`config.mk`:
```
export PLATFORM = sky130hd
export DESIGN_NAME = cmn_entry_alloc_ctrl
export DESIGN_NICKNAME = d
export VERILOG_FILES = /design/src/rtl/cmn_entry_alloc_ctrl.sv
export SDC_FILE = /design/constraint.sdc
export NUM_CORES = 1
export LEC_CHECK = 0
export CELL_PAD_IN_SITES_DETAIL_PLACEMENT = 1
export CELL_PAD_IN_SITES_GLOBAL_PLACEMENT = 2
export CORE_ASPECT_RATIO = 1.2
export CORE_UTILIZATION = 32
export CTS_BUF_LIST = sky130_fd_sc_hd__clkbuf_4 sky130_fd_sc_hd__clkbuf_8
export CTS_CLUSTER_SIZE = 24
export DETAILED_ROUTE_END_ITERATION = 10
export PLACE_DENSITY = 0.91
export SLEW_MARGIN = 10
export SYNTH_ARGS = -nofsm -noshare
export SYNTH_HDL_FRONTEND = slang
export SYNTH_SLANG_ARGS = --single-unit
```
`constraint.sdc`:
```
create_clock -name clk -period 29 [get_ports clk]
set_input_delay 5.8 -clock clk [delete_from_list [all_inputs] [get_ports clk]]
set_output_delay 5.8 -clock clk [all_outputs]
set_load 0.02 [all_outputs]
```
`src/rtl/cmn_entry_alloc_ctrl.sv`:
```
// cmn_entry_alloc_ctrl: allocation controller for a pool of ENTRY_NUM entries.
// It grants up to REQ_NUM in-order requests per cycle. Free entries are handed
// out from the highest index downward. It also handles multi-entry releases, a
// flush and a registered free count.
// Optional feature macro: CMN_ALLOC_REL_BYPASS_EN. When it is defined, an entry
// released this cycle can be granted again in the same cycle.
module cmn_entry_alloc_ctrl #(
    parameter int ENTRY_NUM = 16,
    parameter int REQ_NUM   = 4,
    localparam int AWIDTH   = $clog2(ENTRY_NUM),
    localparam int CWIDTH   = $clog2(ENTRY_NUM + 1)
) (
    input  logic                          clk,
    input  logic                          rst,
    input  logic [REQ_NUM-1:0]            alloc_req,
    output logic [REQ_NUM-1:0]            alloc_gnt,
    output logic [ENTRY_NUM*REQ_NUM-1:0]  alloc_idx_oh,
    output logic [AWIDTH*REQ_NUM-1:0]     alloc_idx_bin,
    input  logic                          rel_vld,
    input  logic [ENTRY_NUM-1:0]          rel_mask,
    input  logic                          flush,
    output logic [ENTRY_NUM-1:0]          occ_vec,
    output logic [CWIDTH-1:0]             free_cnt,
    output logic                          full,
    output logic                          empty,
    output logic                          rel_err
);

    logic [ENTRY_NUM-1:0]              eff_rel;
    logic [ENTRY_NUM-1:0]              free_vec;
    logic [REQ_NUM-1:0][ENTRY_NUM-1:0] slot_oh;
    logic [REQ_NUM-1:0][AWIDTH-1:0]    slot_bin;
    logic [REQ_NUM-1:0]                slot_vld;
    logic [ENTRY_NUM-1:0]              alloc_mask;
    logic [ENTRY_NUM-1:0]              occ_next;
    logic [CWIDTH-1:0]                 rel_pop;
    logic [CWIDTH-1:0]                 gnt_pop;
    logic [CWIDTH-1:0]                 free_cnt_next;
    logic                              rel_bad;

    // Effective release set, release-error detection and the finder input vector
    always_comb begin
        eff_rel = rel_vld ? (rel_mask & occ_vec) : '0;
        rel_bad = rel_vld && |(rel_mask & ~occ_vec);
`ifdef CMN_ALLOC_REL_BYPASS_EN
        free_vec = ~occ_vec | eff_rel;
`else
        free_vec = ~occ_vec;
`endif
    end

    // Multi-channel leading-one finder: slot n is the n-th highest free index
    always_comb begin
        int unsigned n;
        slot_oh  = '0;
        slot_bin = '0;
        slot_vld = '0;
        n        = 0;
        for (int unsigned i = ENTRY_NUM; i > 0; i--) begin
            if (free_vec[i-1] && (n < REQ_NUM)) begin
                slot_oh[n][i-1] = 1'b1;
                slot_bin[n]     = AWIDTH'(i - 1);
                slot_vld[n]     = 1'b1;
                n++;
            end
        end
    end

    // In-order grant: the m-th granted channel takes slot m; first refusal blocks the rest
    always_comb begin
        int unsigned m;
        logic        blocked;
        alloc_gnt     = '0;
        alloc_idx_oh  = '0;
        alloc_idx_bin = '0;
        alloc_mask    = '0;
        m             = 0;
        blocked       = flush;
        for (int unsigned k = 0; k < REQ_NUM; k++) begin
            if (alloc_req[k]) begin
                if (!blocked && slot_vld[m]) begin
                    alloc_gnt[k]                          = 1'b1;
                    alloc_idx_oh[k*ENTRY_NUM +: ENTRY_NUM] = slot_oh[m];
                    alloc_idx_bin[k*AWIDTH +: AWIDTH]     = slot_bin[m];
                    alloc_mask                            = alloc_mask | slot_oh[m];
                    m++;
                end else begin
                    blocked = 1'b1;
                end
            end
        end
    end

    // Next occupancy and net free-count change
    always_comb begin
        rel_pop = '0;
        gnt_pop = '0;
        for (int unsigned i = 0; i < ENTRY_NUM; i++) begin
            rel_pop = rel_pop + CWIDTH'(eff_rel[i]);
        end
        for (int unsigned k = 0; k < REQ_NUM; k++) begin
            gnt_pop = gnt_pop + CWIDTH'(alloc_gnt[k]);
        end
        // A bypassed entry that is released and re-granted stays set and nets to zero in the count
        occ_next      = (occ_vec & ~eff_rel) | alloc_mask;
        free_cnt_next = free_cnt + rel_pop - gnt_pop;
    end

    // State register: reset, then flush, then normal alloc/release update
    always_ff @(posedge clk) begin
        if (rst) begin
            occ_vec  <= '0;
            free_cnt <= CWIDTH'(ENTRY_NUM);
            full     <= 1'b0;
            empty    <= 1'b1;
            rel_err  <= 1'b0;
        end else if (flush) begin
            occ_vec  <= '0;
            free_cnt <= CWIDTH'(ENTRY_NUM);
            full     <= 1'b0;
            empty    <= 1'b1;
        end else begin
            occ_vec  <= occ_next;
            free_cnt <= free_cnt_next;
            full     <= (free_cnt_next == '0);
            empty    <= (free_cnt_next == CWIDTH'(ENTRY_NUM));
            if (rel_bad) begin
                rel_err <= 1'b1;
            end
        end
    end

    cnt_consistent: assert property (@(posedge clk) disable iff (rst)
        int'(free_cnt) == ENTRY_NUM - $countones(occ_vec));

endmodule

```
==> results of run 1 <==
==> cells by family (layout without fill, tap and decap cells) <==
logic type,count (synthesis),in the layout
adder cells (fa/ha/maj),81,81
XOR/XNOR,17,17
AND/OR/NAND/NOR,461,461
AO/OA/AOI/OAI,280,280
multiplexers,23,23
buffers and inverters,144,229
flip-flops,24,24
==> metal layers <==
layer | part of all wire (%) | routed length, um
met5 | 0 | 0
met4 | 5.2 | 1880
met3 | 8.7 | 3172
met2 | 47 | 17000
met1 | 39 | 14300
==> flip-flops by register name, indices dropped and copies added, names as in the netlist <==
signal    cells
full          1
rel_err       1
empty         1
occ_vec      16
free_cnt      5
==> path summary, 6_finish.rpt <==
kind | start | to | slack [ps] | cells after the start
max | occ_vec[15] | alloc_idx_oh[38] | 4650 | 54
min | rel_err | rel_err | 490 | 2
max reg2reg | occ_vec[15] | full | 7800 | 66
min reg2reg | rel_err | rel_err | 490 | 2
==> layout by cell type (no fill, tap or decap), types with 6 or more instances in the layout <==
| cell | count |
|---|---|
| o31ai_1 | 6 |
| nand2_1 | 104 |
| a211o_1 | 6 |
| clkdlybuf4s50_1 | 131 |
| ha_1 | 64 |
| nor2_1 | 147 |
| a2111oi_2 | 7 |
| a22oi_1 | 16 |
| a211oi_1 | 19 |
| nand3_1 | 37 |
| dfxtp_1 | 24 |
| nand2b_1 | 13 |
| or3_1 | 7 |
| nor2b_1 | 15 |
| a31oi_1 | 8 |
| nand4_1 | 14 |
| nor3_1 | 49 |
| buf_4 | 13 |
| o211ai_1 | 15 |
| inv_1 | 78 |
| mux2i_1 | 19 |
| nor4_1 | 6 |
| o21ai_0 | 46 |
| xnor2_1 | 11 |
| and3_1 | 23 |
| fa_1 | 17 |
| o31a_1 | 6 |
| a2111oi_0 | 7 |
| and2_1 | 7 |
| o22ai_1 | 17 |
| a21oi_1 | 52 |
| a21o_1 | 10 |
==> worst max-delay path, delay by kind of cell (launching register included) <==
| kind | cells | cell delay (ps) |
|---|---|---|
| AO/OA/AOI/OAI | 13 | 4240 |
| flip-flops | 1 | 570 |
| XOR/XNOR | 1 | 380 |
| adder cells (fa/ha/maj) | 10 | 3220 |
| AND/OR/NAND/NOR | 22 | 7200 |
| multiplexers | 1 | 230 |
| buffers and inverters | 7 | 2330 |
==> report_power, final <==
part	leakage [nW]	internal (mW)	switching [mW]
combinational	3.24	0.337	0.643
sequential	0.195	0.0376	0.00883
clock	0.0357	0.0187	0.0187
total	3.47	0.393	0.670
==> through the flow <==
step | cell area (um^2) | hold WS, ps | power [mW] | utilization, %
5_1_grt | 8522 | 522.1 | 1.144 | 40.22
6_report | 8522 | 486.0 | 1.064 | 40.22
4_1_cts | 8522 | 493.4 | 1.042 | 40.22
2_1_floorplan | 6980 | 535.8 | 0.6978 | -
3_5_place_dp | 8451 | 471.9 | 0.9997 | 39.88
3_3_place_gp | 8451 | 464.1 | 0.9906 | 39.88
==> final cells by class <==
class	instances	share of cell area, %
multi-input combinational	862	69.40
timing repair buffer	144	16.53
sequential	24	5.638
tap	270	3.964
inverter	81	3.626
clock buffer	3	0.4845
clock inverter	1	0.3524
==> impl_metrics.yaml, run 1 <==
run_status:
  status: "finished clean"
cells_and_area:
  regArea_um2: 480.5
  multi_input_area_um2: 5914
  fill_cells: 2720
  finalNonFillerCells: 1385
  antennaDiodeCount: 0
  areaGrowthSynthToFinish_pct: 22.08
  layout.nets: 1221
  drive_gt1_share_pct: 6.009
cts:
  cts.sinks: 24
  path_clk_slew_ps: 140
  postCtsResizedCells: 0
  clock_path_buffers: 2
  cts_tree: "done"
  clockRootBuffer: "clkbuf_8"
  htreeDepth: 1
  hold_buffers: 0
  postCtsSetupRepairBufs: 0
  numCtsBuffers: 3
  insertion_delay_ps: 330
sta:
  tightest_slew_ps: 1206
  max_freq_ghz: 0.04106
  slew_violations: 0
  timing_hold_violations_final: 0
  rsz0062_at_grt: "no"
  post-route-min-period_ps: 24350
  slew_headroom_pct: 19.41
  tns_ps: 0
  finalSetupViolations: 0
  finClkSkew_ps: 17.44
  fin_crit_sh_pct: 83.97
  finalWorstSetupSlack_ps: 4647
floorplanning:
  initial_core_util_pct: 32.94
  row_count: 58
  die_h_um: 163.8
  dieArea_um2: 22410
  core_area_um2: 21190
  io_pins: 132
  fp.dieW_um: 136.8
pwr:
  power_density_nw_per_um2: 124.8
  p_leak_nw: 3.473
  peakVddDrop_uv: 55.90
detailed_routing:
  wl_mm: 36.36
  via_count: 8872
  dr.pass1.iters: 5
  drtAntennaViolNets: 0
  viasPerCell: 6.406
  drc: 0
  drt_iter0_drc: 921
  wl_per_cell_um: 26.25
yosys:
  synth_fa_ha_area_share_pct: 16.35
  synth_compound_area_share_pct: 29.29
  synth-simple-area-share_pct: 32.48
  synthCells: 1030
  yosysWarnings: 0
  synth_cell_types: 96
  syn_avg_cell_area_um2: 6.777
  synth_ff_type: "dfxtp_1"
  synthTopCellsByArea: "ha_1 11%, nor2_1 8.0%, dfxtp_1 6.9%, nand2_1 5.6%, fa_1 4.9%"
  yosysSeqAreaShare_pct: 6.883
  synth-seq-cells: 24
  synth_nets: 1135
  synth_xor_area_share_pct: 2.456
  synth_common_cells: "148 x nor2_1, 104 x nand2_1, 78 x inv_1"
  syn_area_um2: 6980
  synth_edf_count: 0
  synthArstFlopShare_pct: 0
  yosysTopAreaCellShare_pct: 11.47
  synth_top_family_by_area: "simple AND/OR/NAND/NOR gates"
  synthMuxAreaShare_pct: 4.015
  synth_top_area_cell: "ha_1"
  yosysMostFrequentCell: "nor2_1"
global_routing:
  grt_pass1_wl_mm: 54.52
  grt_pass1_vias: 8966
  grt_use_met3_pct: 5.185
  grtUsageMet2_pct: 54.55
  use_met1_pct: 40.78
  grt_overflow: 0
  antenna_found_initial: 0
  grt_start_max_net_pins: 51
  grtUsageTotal_pct: 32.71
  grt.busiest_layer: "met2"
place:
  place_ws_ps: 5388
  port_buffers: 131
  hpwl_mm: 28.62
  dp.cells: 1381
  gp_congestion: 0.9548
worst_setup_path:
  critPathSlowestCell: "a2111oi_0"
  cp-end-kind: "output port"
  cpMostUsedCell: "ha_1"
  worstPathMaxFanout: 50
  cp_slowest_stage_delay_ps: 960
  crit_required_ps: 23200
  crit_type: "reg -> out"
  worstPathArrival_ps: 18550
  start_kind: "flip-flop"
worst_hold_path:
  min-delay-path-class: "reg -> reg"
flow_run:
  cap_viol_max_count: 0
(Power assumes the default switching activity.)
==> inputs of run 2 (changes only) <==
CORE_UTILIZATION = 27   (was 32)
PLACE_DENSITY = 0.82   (was 0.91)
clock period = 20.9 ns   (was 29 ns; I/O delays follow)
==> run 2 against run 1 <==
Net effect:
- clock-buffer cell count is the same
- sequential power grew 42%
- combinational power grew 41%
- non-clock buffer count grew 14
- setup slack lost 3400 ps
- die area grew 18%
- sequential share of layout area shrank 0.14 points
- wire length grew 4.7%
- critical endpoint is now alloc_idx_oh[59]
==> impl_metrics.yaml, run 2 (synthesis gave the netlist of run 1 again) <==
global_routing:
  grt_overflow: 0
  grtUsageTotal_pct: 28.69
  grt_pass1_wl_mm: 56.62
  antenna_found_initial: 0
  grt_start_max_net_pins: 33
  grt_pass1_vias: 8860
cells_and_area:
  multi_input_area_um2: 5956
  final_cell_mix: "146 x nor2_1, 131 x clkdlybuf4s50_1, 104 x nand2_1"
  largest_reg_flops: 16
  drive_gt1_share_pct: 7.883
  fill_cells: 3227
  antennaDiodeCount: 0
  layout_commonest_cell: "nor2_1"
  top_register: "occ_vec"
  layout.nets: 1235
  areaGrowthSynthToFinish_pct: 25.26
  final_util_pct: 34.34
  reg_top3: "occ_vec: 16 flops, free_cnt: 5 flops"
  regArea_um2: 480.5
floorplanning:
  initial_core_util_pct: 27.41
  die_h_um: 178.1
  io_pins: 132
  dieArea_um2: 26500
  row_count: 64
  core_area_um2: 25460
  fp.dieW_um: 148.8
worst_setup_path:
  start_kind: "flip-flop"
  crit_required_ps: 16720
  worstPathMaxFanout: 11
  crit_type: "reg -> out"
  cpMostUsedCell: "ha_1"
  worstPathArrival_ps: 15470
  critPathSlowestCell: "clkdlybuf4s50_1"
  cp_slowest_stage_delay_ps: 670
  cp-end-kind: "output port"
place:
  port_buffers: 131
  hpwl_mm: 30.35
  gp_congestion: 0.9273
cts:
  cts_tree: "done"
  htreeDepth: 1
  numCtsBuffers: 3
  hold_buffers: 0
  cts.sinks: 24
  clockRootBuffer: "clkbuf_8"
  clock_path_buffers: 2
  insertion_delay_ps: 330
  path_clk_slew_ps: 160
detailed_routing:
  viasPerCell: 6.044
  via_count: 8818
  dr.pass1.iters: 5
  met1_length_mm: 15.40
  drt_iter0_drc: 813
  wl_met2_mm: 17.54
  wl_met3_mm: 2.844
  wl_per_cell_um: 26.10
  drc: 0
  top_layer: "met4"
  wl_mm: 38.08
  drtAntennaViolNets: 0
sta:
  slew_headroom_pct: 28.21
  tightest_slew_ps: 1050
  timing_hold_violations_final: 0
  slew_violations: 0
  max_freq_ghz: 0.05090
  rsz0062_at_grt: "no"
  fin_crit_sh_pct: 94.00
  finClkSkew_ps: 19.81
  whs_ps: 499.6
  post-route-min-period_ps: 19650
  finalSetupViolations: 0
  tns_ps: 0
run_status:
  status: "finished clean"
worst_hold_path:
  min-delay-path-class: "reg -> reg"
pwr:
  peakVddDrop_uv: 67.70
  p_leak_nw: 3.546
  power_density_nw_per_um2: 171.8
flow_run:
  cap_viol_max_count: 0
-- run 2: cell count changes in the layout (fill, tap and decap cells not counted), sizes merged --
| cell | previous run | this run |
|---|---|---|
| buf | 13 | 27 |
-- run 2: final timing paths --
path	cells past startpoint	endpoint	startpoint	slack [ps]
worst max register to register	67	full	occ_vec[15]	2750
worst min register to register	2	rel_err	rel_err	500
worst min-delay path	2	rel_err	rel_err	500
worst max-delay path	56	alloc_idx_oh[59]	occ_vec[15]	1250
-- run 2: where the power goes --
group,internal [mW],total (mW),switching (mW),leakage (nW)
clock,0.0258,0.0534,0.0275,0.0357
sequential,0.0522,0.0658,0.0135,0.195
combinational,0.477,1.38,0.906,3.31
total,0.555,1.50,0.947,3.55
-- run 2: repair_timing --
action                                  CTS  global route
setup buffers                             0             0
resized for setup                         0            11
hold endpoints to repair                  0             0
endpoints found under the setup margin    0            42
-- run 2: critical path, delay by kind of cell (launching register included) --
family / cells / cell delay (ps)
AND/OR/NAND/NOR: 21 / 4320
AO/OA/AOI/OAI: 14 / 4030
adder cells (fa/ha/maj): 10 / 3200
buffers and inverters: 8 / 1920
XOR/XNOR: 2 / 720
flip-flops: 1 / 580
multiplexers: 1 / 340
-- run 2: final cells by class --
class	instances	area share [%]
multi-input combinational	862	68.12
timing repair buffer	158	17.32
sequential	24	5.495
tap	330	4.722
inverter	81	3.535
clock buffer	3	0.4722
clock inverter	1	0.3434
-- run 2: metal layers --
metal  up-vias  global-route usage, %
li1       3922                      -
met3       109                  4.450
met4         0                  15.48
met2       470                  47.88
met1      4317                  35.25
met5         -                      0
-- run 2: through the flow --
| step | setup slack [ps] | instance area [um^2] | std cells | total power, mW |
|---|---|---|---|---|
| floorplan | 2722 | 6980 | 1030 | 0.9682 |
| global placement | 1169 | 8631 | 1455 | 1.394 |
| detailed placement | 597.7 | 8631 | 1455 | 1.400 |
| CTS | 126.3 | 8702 | 1459 | 1.462 |
| global route | 49.23 | 8743 | 1459 | 1.620 |
| finish | 1255 | 8743 | 1459 | 1.502 |
==> inputs of run 3 (changes only) <==
CORE_UTILIZATION = 32   (was 27)
PLACE_DENSITY = 0.91   (was 0.82)
clock period = 25.4 ns   (was 20.9 ns; I/O delays follow)
==> run 3 against run 2 <==
Net effect:
- via count is 0.59% higher
- total power is 19% lower
- final area down 2.6%
- critical endpoint is now alloc_idx_oh[38]
- highest routed layer unchanged
- die area decreased by 15%
- critical path depth fell by 1
==> impl_metrics.yaml, run 3 (synthesis gave the netlist of run 1 again) <==
run_status:
  status: "finished clean"
sta:
  slew_headroom_pct: 17.51
  slew_violations: 0
  rsz0062_at_grt: "no"
  post-route-min-period_ps: 23990
  finalSetupViolations: 0
  max_freq_ghz: 0.04169
  finClkSkew_ps: 14.56
  tns_ps: 0
  tightest_slew_ps: 1234
  timing_hold_violations_final: 0
  fin_crit_sh_pct: 94.45
worst_setup_path:
  critical-path-top-delay-family: "simple AND/OR/NAND/NOR gates"
  start_kind: "flip-flop"
  reg2regPathDepth: 66
  cpMostUsedCell: "ha_1"
  cp-end-kind: "output port"
  worstPathMaxFanout: 33
  rr_startpoint: "occ_vec[15]"
  critPathSlowestCell: "a2111oi_0"
  cp_slowest_stage_delay_ps: 1190
  worst-path-buf-inv: 8
  reg2reg_to: "full"
  worstPathArrival_ps: 18910
  crit_type: "reg -> out"
  r2r_slack_ps: 4030
  crit_required_ps: 20320
worst_hold_path:
  holdCritStartpoint: "rel_err"
  min_path_cells: 2
  min-delay-path-class: "reg -> reg"
  min_to: "rel_err"
detailed_routing:
  wl_per_cell_um: 26.68
  viasPerCell: 6.409
  via_count: 8870
  dr.pass1.iters: 5
  drc: 0
  drtAntennaViolNets: 0
  drt_iter0_drc: 846
  wl_mm: 36.93
pwr:
  p_leak_nw: 3.467
  peakVddDrop_uv: 54.48
  power_density_nw_per_um2: 143.3
floorplanning:
  dieArea_um2: 22410
  row_count: 58
  fp.dieW_um: 136.8
  die_h_um: 163.8
  initial_core_util_pct: 32.94
  core_area_um2: 21190
  io_pins: 132
cts:
  cts_tree: "done"
  numCtsBuffers: 3
  postCtsResizedCells: 0
  htreeDepth: 1
  hold_buffers: 0
  path_clk_slew_ps: 150
  clock_path_buffers: 2
  postCtsSetupRepairBufs: 0
  clockRootBuffer: "clkbuf_8"
  insertion_delay_ps: 330
  cts.sinks: 24
place:
  hpwl_mm: 28.87
  port_buffers: 131
  gp_congestion: 0.9876
  placed_cell_area_um2: 8443
cells_and_area:
  reg_top3: "occ_vec: 16 flops, free_cnt: 5 flops"
  layout.nets: 1220
  antennaDiodeCount: 0
  final_cell_area_um2: 8514
  multi_input_area_um2: 5914
  final_cell_mix: "147 x nor2_1, 131 x clkdlybuf4s50_1, 104 x nand2_1"
  drive_gt1_share_pct: 5.925
  areaGrowthSynthToFinish_pct: 21.98
  fill_cells: 2731
  regArea_um2: 480.5
  layout_commonest_cell: "nor2_1"
  top_register: "occ_vec"
  largest_reg_flops: 16
flow_run:
  cap_viol_max_count: 0
global_routing:
  grt_overflow: 0
  grt_pass1_wl_mm: 54.90
  grt_pass1_vias: 8893
  grtUsageTotal_pct: 33.05
  antenna_found_initial: 0
  grt_start_max_net_pins: 51
==> run 3: worst register-to-register path: cells and delay by family (launching register included) <==
| family | cells | cell delay [ps] |
|---|---|---|
| and+or+nand+nor | 24 | 8340 |
| DFF | 1 | 580 |
| xor gates and xnor gates | 4 | 850 |
| muxes | 1 | 230 |
| AOI/OAI and AO/OA | 13 | 3560 |
| adders and majority gates | 16 | 6430 |
| buffers and inverters | 8 | 1340 |
==> run 3: report_power, final <==
part | switching (mW) | leakage, nW | total, mW | internal, mW
Clock | 0.0227 | 0.0357 | 0.0440 | 0.0213
Combinational | 0.738 | 3.24 | 1.12 | 0.384
Sequential | 0.0112 | 0.195 | 0.0541 | 0.0430
Total | 0.772 | 3.47 | 1.22 | 0.448
==> run 3: metal layers <==
layer | vias to the layer above | part of all wire (%) | global-route usage (%)
met4 | 0 | 5.3 | 17.18
li1 | 3893 | - | -
met1 | 4357 | 40 | 42.09
met5 | - | 0 | 0
met3 | 117 | 8.1 | 4.290
met2 | 503 | 46 | 54.06
==> run 3: area by class of cell <==
type / instances / area share, %
Timing Repair Buffer: 143 / 16.46
Multi-Input combinational cell: 862 / 69.46
Sequential cell: 24 / 5.643
Tap cell: 270 / 3.968
Inverter: 81 / 3.630
Clock buffer: 3 / 0.4849
Clock inverter: 1 / 0.3527
==> run 3: worst max path at each step <==
stage	from	end	slack [ps]	cells after the start
after floorplan	occ_vec[15]	alloc_idx_oh[38]	6320	59
after global placement	occ_vec[15]	alloc_idx_oh[38]	2920	54
after detailed placement	occ_vec[15]	alloc_idx_oh[38]	2410	55
after CTS	occ_vec[15]	alloc_idx_oh[38]	2000	54
after global routing	occ_vec[15]	alloc_idx_oh[38]	540	54
final	occ_vec[15]	alloc_idx_oh[38]	1410	55
==> run 3: through the flow <==
step / hold WS (ps) / cells / setup WS [ps] / utilization, % / total power [mW]
after floorplan: 535.8 / 1030 / 6322 / - / 0.7967
after global placement: 467.4 / 1380 / 2916 / 39.84 / 1.135
after detailed placement: 480.9 / 1380 / 2409 / 39.84 / 1.142
after CTS: 499.7 / 1384 / 2001 / 40.18 / 1.194
after global routing: 536.4 / 1384 / 544.4 / 40.18 / 1.315
final: 498.6 / 1384 / 1411 / 40.18 / 1.220
